**config.mk**
```make
export PLATFORM = sky130hd
export DESIGN_NAME = pattern_tx
export DESIGN_NICKNAME = d
export VERILOG_FILES = /design/src/rtl/pattern_tx.sv
export SDC_FILE = /design/constraint.sdc
export NUM_CORES = 1
export LEC_CHECK = 0
export CORE_MARGIN = 5
export CORE_UTILIZATION = 30
export DETAILED_ROUTE_END_ITERATION = 6
export GPL_ROUTABILITY_DRIVEN = 0
export SLEW_MARGIN = 0
export SYNTH_ARGS = -nofsm -noshare
export SYNTH_HDL_FRONTEND = slang
export SYNTH_SLANG_ARGS = --single-unit
```
**constraint.sdc**
```tcl
create_clock -name clock -period 1.9 [get_ports clock]
set_input_delay 0.285 -clock clock [delete_from_list [all_inputs] [get_ports clock]]
set_output_delay 0.285 -clock clock [all_outputs]
set_load 0.01 [all_outputs]
```
**src/rtl/pattern_tx.sv**
```systemverilog
// pattern_tx: serialises a latched 4-bit pattern MSB first, repeated for a
// number of frames with GAP idle cycles between them. PATTERN_TX_PARITY_EN adds an even-parity bit per frame.
module pattern_tx #(
  parameter int GAP = 1
) (
  input  logic       clock,
  input  logic       reset,
  input  logic       start,
  input  logic [3:0] pattern,
  input  logic [3:0] count,
  output logic       out,
  output logic       busy,
  output logic       done
);

  typedef enum logic [2:0] {
    S_IDLE,
    S_SEND,
    S_GAP,
    S_DONE
`ifdef PATTERN_TX_PARITY_EN
    , S_PAR
`endif
  } state_t;

  localparam logic [2:0] GAP_LAST = (GAP == 0) ? 3'd0 : 3'(GAP - 1);

  state_t     state_q, state_d, frame_next;
  logic [3:0] pat_q;
  logic [3:0] remaining_q;
  logic [1:0] idx_q;
  logic [2:0] gap_cnt_q;

  // NOTE: state and datapath registers use non-blocking assignments so every
  // flop samples values from before the edge, independent of block ordering.
  always_ff @(posedge clock or negedge reset) begin
    if (!reset) state_q <= S_IDLE;
    else        state_q <= state_d;
  end

  // Where a frame goes once its last bit (data or parity) has been sent.
  always_comb begin
    if (remaining_q != 4'd1) frame_next = (GAP > 0) ? S_GAP : S_SEND;
    else                     frame_next = S_DONE;
  end

  // NOTE: every combinational output gets a default before the case so no
  // path leaves it unassigned, which would otherwise infer a latch.
  always_comb begin
    state_d = state_q;
    case (state_q)
      S_IDLE: if (start) state_d = (count != 4'd0) ? S_SEND : S_DONE;
      S_SEND: begin
        if (idx_q == 2'd0) begin
`ifdef PATTERN_TX_PARITY_EN
          state_d = S_PAR;
`else
          state_d = frame_next;
`endif
        end
      end
`ifdef PATTERN_TX_PARITY_EN
      S_PAR:  state_d = frame_next;
`endif
      S_GAP:  if (gap_cnt_q == GAP_LAST) state_d = S_SEND;
      S_DONE: state_d = S_IDLE;
      default: state_d = S_IDLE;
    endcase
  end

  // The bit index wraps 0 -> 3, so every new frame starts at the MSB.
  always_ff @(posedge clock or negedge reset) begin
    if (!reset) begin
      pat_q       <= 4'd0;
      remaining_q <= 4'd0;
      idx_q       <= 2'd0;
      gap_cnt_q   <= 3'd0;
    end else begin
      case (state_q)
        S_IDLE: begin
          if (start && count != 4'd0) begin
            pat_q       <= pattern;
            remaining_q <= count;
            idx_q       <= 2'd3;
            gap_cnt_q   <= 3'd0;
          end
        end
        S_SEND: begin
          idx_q     <= idx_q - 2'd1;
          gap_cnt_q <= 3'd0;
`ifndef PATTERN_TX_PARITY_EN
          if (idx_q == 2'd0) remaining_q <= remaining_q - 4'd1;
`endif
        end
`ifdef PATTERN_TX_PARITY_EN
        S_PAR:  remaining_q <= remaining_q - 4'd1;
`endif
        S_GAP:  gap_cnt_q <= gap_cnt_q + 3'd1;
        default: ;
      endcase
    end
  end

  always_comb begin
    out  = 1'b0;
    busy = 1'b0;
    done = 1'b0;
    case (state_q)
      S_SEND: begin
        out  = pat_q[idx_q];
        busy = 1'b1;
      end
`ifdef PATTERN_TX_PARITY_EN
      S_PAR: begin
        out  = ^pat_q;
        busy = 1'b1;
      end
`endif
      S_GAP:  busy = 1'b1;
      S_DONE: done = 1'b1;
      default: ;
    endcase
  end

endmodule
```
==> results.toml <==
[die]
initial_core_util_pct = 31.1
core_area_um2 = 3050
dieArea_um2 = 4400
pin_count = 14
fp.dieH_um = 66.3
fp.dieW_um = 66.3
rows = 20

[detailed_routing]
wl_um = 2050
ant_nets = 0
drt_iter0_markers = 50
drtPass1Iterations = 4
drc = 0
wl_per_cell_um = 11.5
vias_per_cell = 4.70
vias = 836

[final_layout]
area_growth_pct = 31.6
antennaDiodeCount = 0
post-route-util_pct = 41.0
finalNetCount = 155
drive_above_1_share_pct = 17.9

[critical_path]
crit_type = "reg -> out"
reg2reg_to = "state_q[1]"
worstPathArrival_ns = 1.44
cp-startpoint = "idx_q[0]"
worstSetupStartpointType = "flip-flop"
path_max_fanout = 2
crit_end = "out"
path_depth = 3
r2r-start = "state_q[0]"
endpoint_kind = "output pin"
cp_top_family = "multiplexers"
crit_chain = "mux4_2 -> and2_1 -> clkbuf_2"
crit_required_ns = 1.62
max_stage_delay_ns = 0.49
crit_slowest_cell = "mux4_2"
crit_buf_inv = 1
r2r_setup_slack_ns = 0.20
ff2ff_path_depth = 6

[sta]
max_freq_mhz = 579
fin_crit_sh_pct = 90.9
finClkSkew_ns = 0.00437
final_hold_viol_count = 0
rsz0062_at_grt = "false"
maxSlewViolCount = 0
tns_ns = 0
period_needed_ns = 1.73
hold-worst-slack_ns = 0.301
maxSlewHeadroom_pct = 72.1
worst-slew-pin-transition_ns = 0.418
finalSetupViolCount = 0

[synthesis]
syn_area_per_cell_um2 = 8.97
synthesis.area_um2 = 951
synth-seq-cells = 15
syn_nets = 126
syn_inst = 106
yosys_warnings = 0
ys_seq_area_share_pct = 39.5
synthDistinctLibCells = 30

[grt]
track_usage_pct = 10.6
busiest_layer = "met2"
grtUsageMet1_pct = 12.6
met2_usage_pct = 18.3
grt_max_degree = 16
antenna_found_initial = 0
grt_overflow_total = 0
grt_pass1_vias = 904
grt_pass1_wl_um = 3650
use_met3_pct = 1.53

[clock_tree]
cts_hold_buf = 0
clk_latency_ns = 0.28
htree_levels = 1
cts_tree = "yes"
cts_max_path_buffers = 2
cts.sinks = 15
cts-root-buf = "clkbuf_4"
cts_made_buffers = 3
clkTransAtPathRegs_ns = 0.10

[placed_design]
dp_hpwl_um = 1640
io_buffers = 13

[flow_run]
max_cap_violations = 0

[pwr]
leakagePower_nw = 0.606
vdd_drop_max_mv = 0.374
p_per_area_nw_per_um2 = 1400

[status]
status = "completed"

[min_path]
hp-class = "in -> async"
placed cells by master (no fill, tap or decap), drive strengths merged:
master	n
o32ai	1
nand3	4
mux2i	2
nor2b	1
or4	1
a21oi	7
o22ai	3
o31ai	2
and3b	1
a311oi	2
a31oi	2
and2	2
o21ai	4
clkinv	1
clkdlybuf4s50	10
nand2	20
nor3	1
dfrtp	15
dlymetal6s2s	2
clkbuf	4
nand2b	1
ha	9
nor2	7
inv	12
nor4	1
o41ai	2
mux4	1
a211oi	1
o221ai	1
or2	1
buf	13
worst min-delay path by stage:
| stage | startpoint | endpoint | slack [ns] | cells after the start |
|---|---|---|---|---|
| finish | reset | remaining_q[1] | 0.30 | 2 |
| global route | reset | remaining_q[2] | 0.31 | 2 |
| CTS | reset | remaining_q[0] | 0.30 | 2 |
| detailed placement | pat_q[3] | pat_q[3] | 0.46 | 2 |
| global placement | pat_q[2] | pat_q[2] | 0.45 | 2 |
| floorplan | reset | gap_cnt_q[0] | -0.01 | 0 |
stage by stage:
step	area (um^2)	total power, mW	std cells	setup slack, ns
floorplan	951	1.24	106	0.320
global placement	1210	1.55	172	0.0180
detailed placement	1210	1.57	172	0.0104
CTS	1250	1.79	178	0.0429
global route	1250	1.94	178	0.0945
finish	1250	1.76	178	0.173
state kept, by name, indices dropped and copies added, names as in the netlist:
signal / flops
state_q: 2
remaining_q: 4
idx_q: 2
pat_q: 4
gap_cnt_q: 3
cell type report:
| type | instances | area, um^2 |
|---|---|---|
| multi-input cells | 77 | 520 |
| flip-flops and latches | 15 | 375 |
| well taps | 44 | 55.1 |
| clock buffers | 3 | 22.5 |
| fillers | 312 | 1800 |
| repair buffers | 26 | 228 |
| clock inverters | 1 | 5.00 |
| inverters | 12 | 45.0 |
cells by family (layout without fill, tap and decap cells):
logic type / Yosys count / after routing / synth area share [%]
buffers and inverters: 14 / 42 / 5.79
adder cells (fa/ha/maj): 9 / 9 / 11.8
multiplexers: 3 / 3 / 4.47
flip-flops: 15 / 15 / 39.5
AND/OR/NAND/NOR: 40 / 40 / 19.5
AO/OA/AOI/OAI: 25 / 25 / 18.9
layer usage:
metal,routed length [um],vias to the layer above
met2,978,9
li1,-,432
met4,19,0
met1,995,393
met3,61,2
met5,0,-
power breakdown:
| part | leakage (nW) | internal (mW) | switching (mW) |
|---|---|---|---|
| registers | 0.186 | 0.461 | 0.105 |
| clock network | 0.0177 | 0.0781 | 0.109 |
| logic | 0.402 | 0.480 | 0.522 |
| total | 0.606 | 1.02 | 0.735 |
Yosys cell counts (all sizes together):
library cell / number / area (um^2)
nand2b: 1 / 6.26
o31ai: 2 / 15.0
nand2: 20 / 75.1
ha: 9 / 113
nor4: 1 / 6.26
o22ai: 3 / 18.8
mux4: 1 / 22.5
inv: 12 / 45.0
nand3: 4 / 20.0
o21ai: 4 / 20.0
nor2: 7 / 26.3
a211oi: 1 / 7.51
o221ai: 1 / 8.76
nor2b: 1 / 6.26
and3b: 1 / 8.76
or4: 1 / 11.3
buf: 2 / 10.0
o41ai: 2 / 17.5
mux2i: 2 / 20.0
a21oi: 7 / 38.8
nor3: 1 / 5.00
and2: 2 / 13.8
or2: 1 / 6.26
a31oi: 2 / 27.5
o32ai: 1 / 8.76
a311oi: 2 / 17.5
dfrtp: 15 / 375
what timing repair did:
item                                    in CTS  in global routing
endpoints found under the setup margin       2                  3
setup buffers                                2                  0
gates resized for setup                      2                  3
No activity file was read; power rests on OpenSTA's default activity.
==> variant 1: new RTL, config.mk and constraints unchanged <==
The option `PATTERN_TX_PARITY_EN` is turned on by a define.
--- a/src/rtl/pattern_tx.sv
+++ b/src/rtl/pattern_tx.sv
@@ -2,2 +2,4 @@
 // number of frames with GAP idle cycles between them. PATTERN_TX_PARITY_EN adds an even-parity bit per frame.
+`define PATTERN_TX_PARITY_EN
+
 module pattern_tx #(
Check against the original RTL: not equivalent (a bounded check fails within 10 cycles, from zero or initial values and one cycle with reset low).
==> variant 1 against the unedited design <==
- wire length up 19%
- register-to-register slack better by 0.09 ns
- area after synthesis up 6.2%
- sequential cell count up 1
- via count up 8.5%
- clock skew up 0.0028 ns
- design area up 5.2%
- total power up 5.2%
- worst setup slack worse by 0.014 ns
- non-clock buffer count up 3
- count of clock-buffer cells in the layout unchanged
- critical path type unchanged
- highest routed layer unchanged
==> variant 1: results <==
{
  "status": "complete, no violations",
  "async_reset_ff_frac": 1.00,
  "critPathMaxFanout": 3,
  "netlist_top_cells_count": "16 x dfrtp_1, 10 x o21ai_0, 9 x inv_1, 5 x ha_1, 5 x mux2_2",
  "synth_xor_xnor_area_share": 0.0347,
  "antenna_found_initial": 0,
  "dpl.hpwl_microns": 1880,
  "diodes": 0,
  "grtUsageTotal": 0.117,
  "cp_top_family": "multiplexers",
  "cts_buffer_depth": 2,
  "timing.hold.ws_ns": 0.304,
  "arrival_ns": 1.46,
  "clkTransAtPathRegs_ns": 0.10,
  "cts_htree_levels": 1,
  "dp_slack_ns": -0.00377,
  "grt_pass1_vias": 953,
  "grt_pass1_wl_microns": 4120,
  "syn-num-nets": 119,
  "finClkSkew_ns": 0.00721,
  "io_buffers": 13,
  "synthTopCellsByArea": "dfrtp_1 40%, ha_1 6.2%, mux2_2 5.6%",
  "rr_worst_depth": 4,
  "grt_max_degree": 17,
  "clkLatencyLatePin_ns": 0.29,
  "top_regs": "pat_q (4), remaining_q (4)",
  "synth_adder_area_share": 0.0620,
  "ctsRootBufferMaster": "clkbuf_4",
  "muxShareOfSynthArea": 0.0880,
  "r2r-start": "state_q[0]",
  "drtIter0Drc": 19,
  "synth-compound-area-share": 0.217,
  "dr.pass1.iters": 4,
  "vias": 907,
  "synth_warnings": 0,
  "fillCellCount": 337,
  "slowest_delay_ns": 0.46,
  "final_nets": 149,
  "peakVddDrop_mv": 0.605,
  "leakage_nw": 0.555,
  "cts_buffers": 3,
  "yosysSeqAreaShare": 0.397,
  "reg2reg_slack_ns": 0.29,
  "hp-class": "in2async",
  "slowest_stage": "mux4_2",
  "layout-drive-gt1-share": 0.221,
  "worst_pin_slew_ns": 0.300,
  "drt-total-wl_microns": 2450,
  "synth_cell_types": 39,
  "r2r-end": "remaining_q[2]"
}
[variant 1: kinds of logic after synthesis]
family	count (synthesis)
XOR/XNOR	4
AO/OA/AOI/OAI	32
flip-flops	16
multiplexers	7
AND/OR/NAND/NOR	26
buffers and inverters	13
adder cells (fa/ha/maj)	5
[variant 1: metrics by stage]
step           std cells  cell area, sq um  TNS (ns)   util
2_1_floorplan        103              1010         0      -
3_3_place_gp         173              1290         0  0.394
3_5_place_dp         173              1290  -0.00659  0.394
4_1_cts              177              1320         0  0.403
5_1_grt              177              1320         0  0.401
6_report             177              1320         0  0.401
[variant 1: how the worst max path moves through the flow]
stage                    start       end  slack, ns  cells past startpoint
global placement      count[2]  pat_q[2]       0.03                      4
finish                pat_q[1]       out       0.16                      4
floorplan           state_q[1]       out       0.45                      2
global route          pat_q[3]       out       0.05                      4
CTS                   idx_q[1]       out       0.03                      4
detailed placement    count[2]  pat_q[2]     -0.004                      4
[variant 1: layout make-up]
class	count	area share
multi-input cells	74	0.427
flip-flops and latches	16	0.305
repair buffers	29	0.182
well taps	46	0.0437
inverters	9	0.0257
clock buffers	3	0.0171
[variant 1: routing by layer]
layer	wire, microns	track usage	vias up
met3	143	0.0279	4
met4	30	0.0521	0
met5	0	0	-
li1	-	-	449
met1	1070	0.139	433
met2	1210	0.197	21
[variant 1: power by group]
group | total, mW | switching, mW | internal (mW)
registers | 0.625 | 0.145 | 0.480
clock network | 0.182 | 0.109 | 0.0736
logic | 1.04 | 0.497 | 0.542
total | 1.85 | 0.751 | 1.10
[variant 1: repair_timing]
action                                  4_1_cts  5_1_grt
buffers inserted                              1        0
endpoints found under the setup margin        3        2
gates resized for setup                       5        5
==> variant 2: new RTL, config.mk and constraints unchanged <==
Without the edit above. Encoding of `state_t`: now one-hot (4 bits for 4 states).
--- a/src/rtl/pattern_tx.sv
+++ b/src/rtl/pattern_tx.sv
@@ -15,7 +15,7 @@
 
-  typedef enum logic [2:0] {
-    S_IDLE,
-    S_SEND,
-    S_GAP,
-    S_DONE
+  typedef enum logic [3:0] {
+    S_IDLE = 4'b0001,
+    S_SEND = 4'b0010,
+    S_GAP  = 4'b0100,
+    S_DONE = 4'b1000
 `ifdef PATTERN_TX_PARITY_EN
Formal check against the unedited RTL: no difference found for any inputs over 10 cycles, from zero or initial values and one cycle with reset low; not proved beyond that.
==> variant 2 against the unedited design <==
- clock skew increased by 0.013 ns
- worst setup slack got worse by 0.11 ns
- area after synthesis increased by 13%
- design area increased by 12%
- non-clock buffer count increased by 4
- wire length increased by 12%
- fmax decreased by 6.2%
- count of clock-buffer cells in the layout increased by 1
- total power increased by 12%
- sequential cell count increased by 2
==> variant 2: results <==
{
  "muxShareOfSynthArea": 0.0769,
  "wl_per_cell_microns": 13.2,
  "timing.hold.ws_ns": 0.296,
  "layout-drive-gt1-share": 0.313,
  "slowest_stage": "dfstp_2",
  "taps": 46,
  "grtUsageMet2": 0.184,
  "synth_cell_types": 38,
  "post_cts_buffers": 4,
  "grt_pass1_vias": 878,
  "r2r-start": "state_q[0]",
  "cp_top_family": "flip-flops",
  "wl_met3_microns": 54,
  "final_nets": 145,
  "num-multi-input-gates": 70,
  "yosysSeqAreaShare": 0.397,
  "wl_met2_microns": 1250,
  "nFlopsAndLatches": 17,
  "finClkSkew_ns": 0.0176,
  "fin_cells": 174,
  "fillCellCount": 329,
  "rr_worst_depth": 5,
  "grtUsageTotal": 0.100,
  "clkbuf_count": 4,
  "n_all_buffers": 30,
  "multi_input_area_share": 0.433,
  "arrival_ns": 1.56,
  "synth_xor_xnor_area_share": 0.00816,
  "syn-num-nets": 117,
  "synth-compound-area-share": 0.159,
  "dpl.hpwl_microns": 1780,
  "status": "complete, no violations",
  "top_regs": "pat_q (4), remaining_q (4), state_q (4)",
  "netlist_top_cells_count": "16 x dfrtp_1, 8 x nor2_1, 7 x inv_1",
  "grt_max_degree": 18,
  "drt-vias-per-instance": 5.02,
  "grt_use_met3": 0.0188,
  "peakVddDrop_mv": 0.340,
  "clkTransAtPathRegs_ns": 0.11,
  "inv_count": 7,
  "p_seq_frac": 0.346,
  "drtIter0Drc": 46,
  "dp_slack_ns": -0.168,
  "synthTopCellsByArea": "dfrtp_1 37%, ha_1 5.8%, mux2_4 5.6%",
  "leakage_nw": 0.618,
  "sh_seq_area": 0.305,
  "grt.met1_usage": 0.107,
  "grt_pass1_wl_microns": 3930,
  "synth_adder_area_share": 0.0583,
  "postSynthCellCount": 101,
  "reg2reg_slack_ns": 0.10,
  "wl_met1_microns": 964,
  "dpl.cell_count": 166,
  "slew_headroom": 0.703,
  "slowest_delay_ns": 0.57,
  "bufAreaShareNonClock": 0.183,
  "clkCellAreaFrac": 0.0187,
  "r2r-end": "gap_cnt_q[0]",
  "critPathMaxFanout": 4
}
variant 2: cell count changes after synthesis, moves of 3 or more:
cell,delta
nand4b_1,+3
and3_1,+3
ha_1,-4
nor3b_1,+3
nor4b_1,+3
inv_1,-5
nand2_1,-19
o22ai_1,-3
nor4b_2,+3
o311a_1,+3
nand3_1,-3
mux2_4,+4
variant 2: worst max path at each step:
stage                           endpoint  slack, ns  cells after the start
after floorplan                 pat_q[0]       0.13                      5
after global placement          pat_q[2]      -0.13                      4
after detailed placement  remaining_q[1]      -0.17                      4
after CTS                            out       0.02                      3
after global routing                busy     -0.005                      5
final                               busy       0.06                      5
variant 2: metrics by stage:
stage | utilization | power (mW) | setup TNS [ns] | area (sq um)
finish | 0.415 | 1.96 | 0 | 1410
global route | 0.415 | 2.13 | -0.00522 | 1410
CTS | 0.410 | 1.96 | 0 | 1390
detailed placement | 0.390 | 1.69 | -1.21 | 1320
global placement | 0.390 | 1.66 | -0.956 | 1320
floorplan | - | 1.40 | 0 | 1080
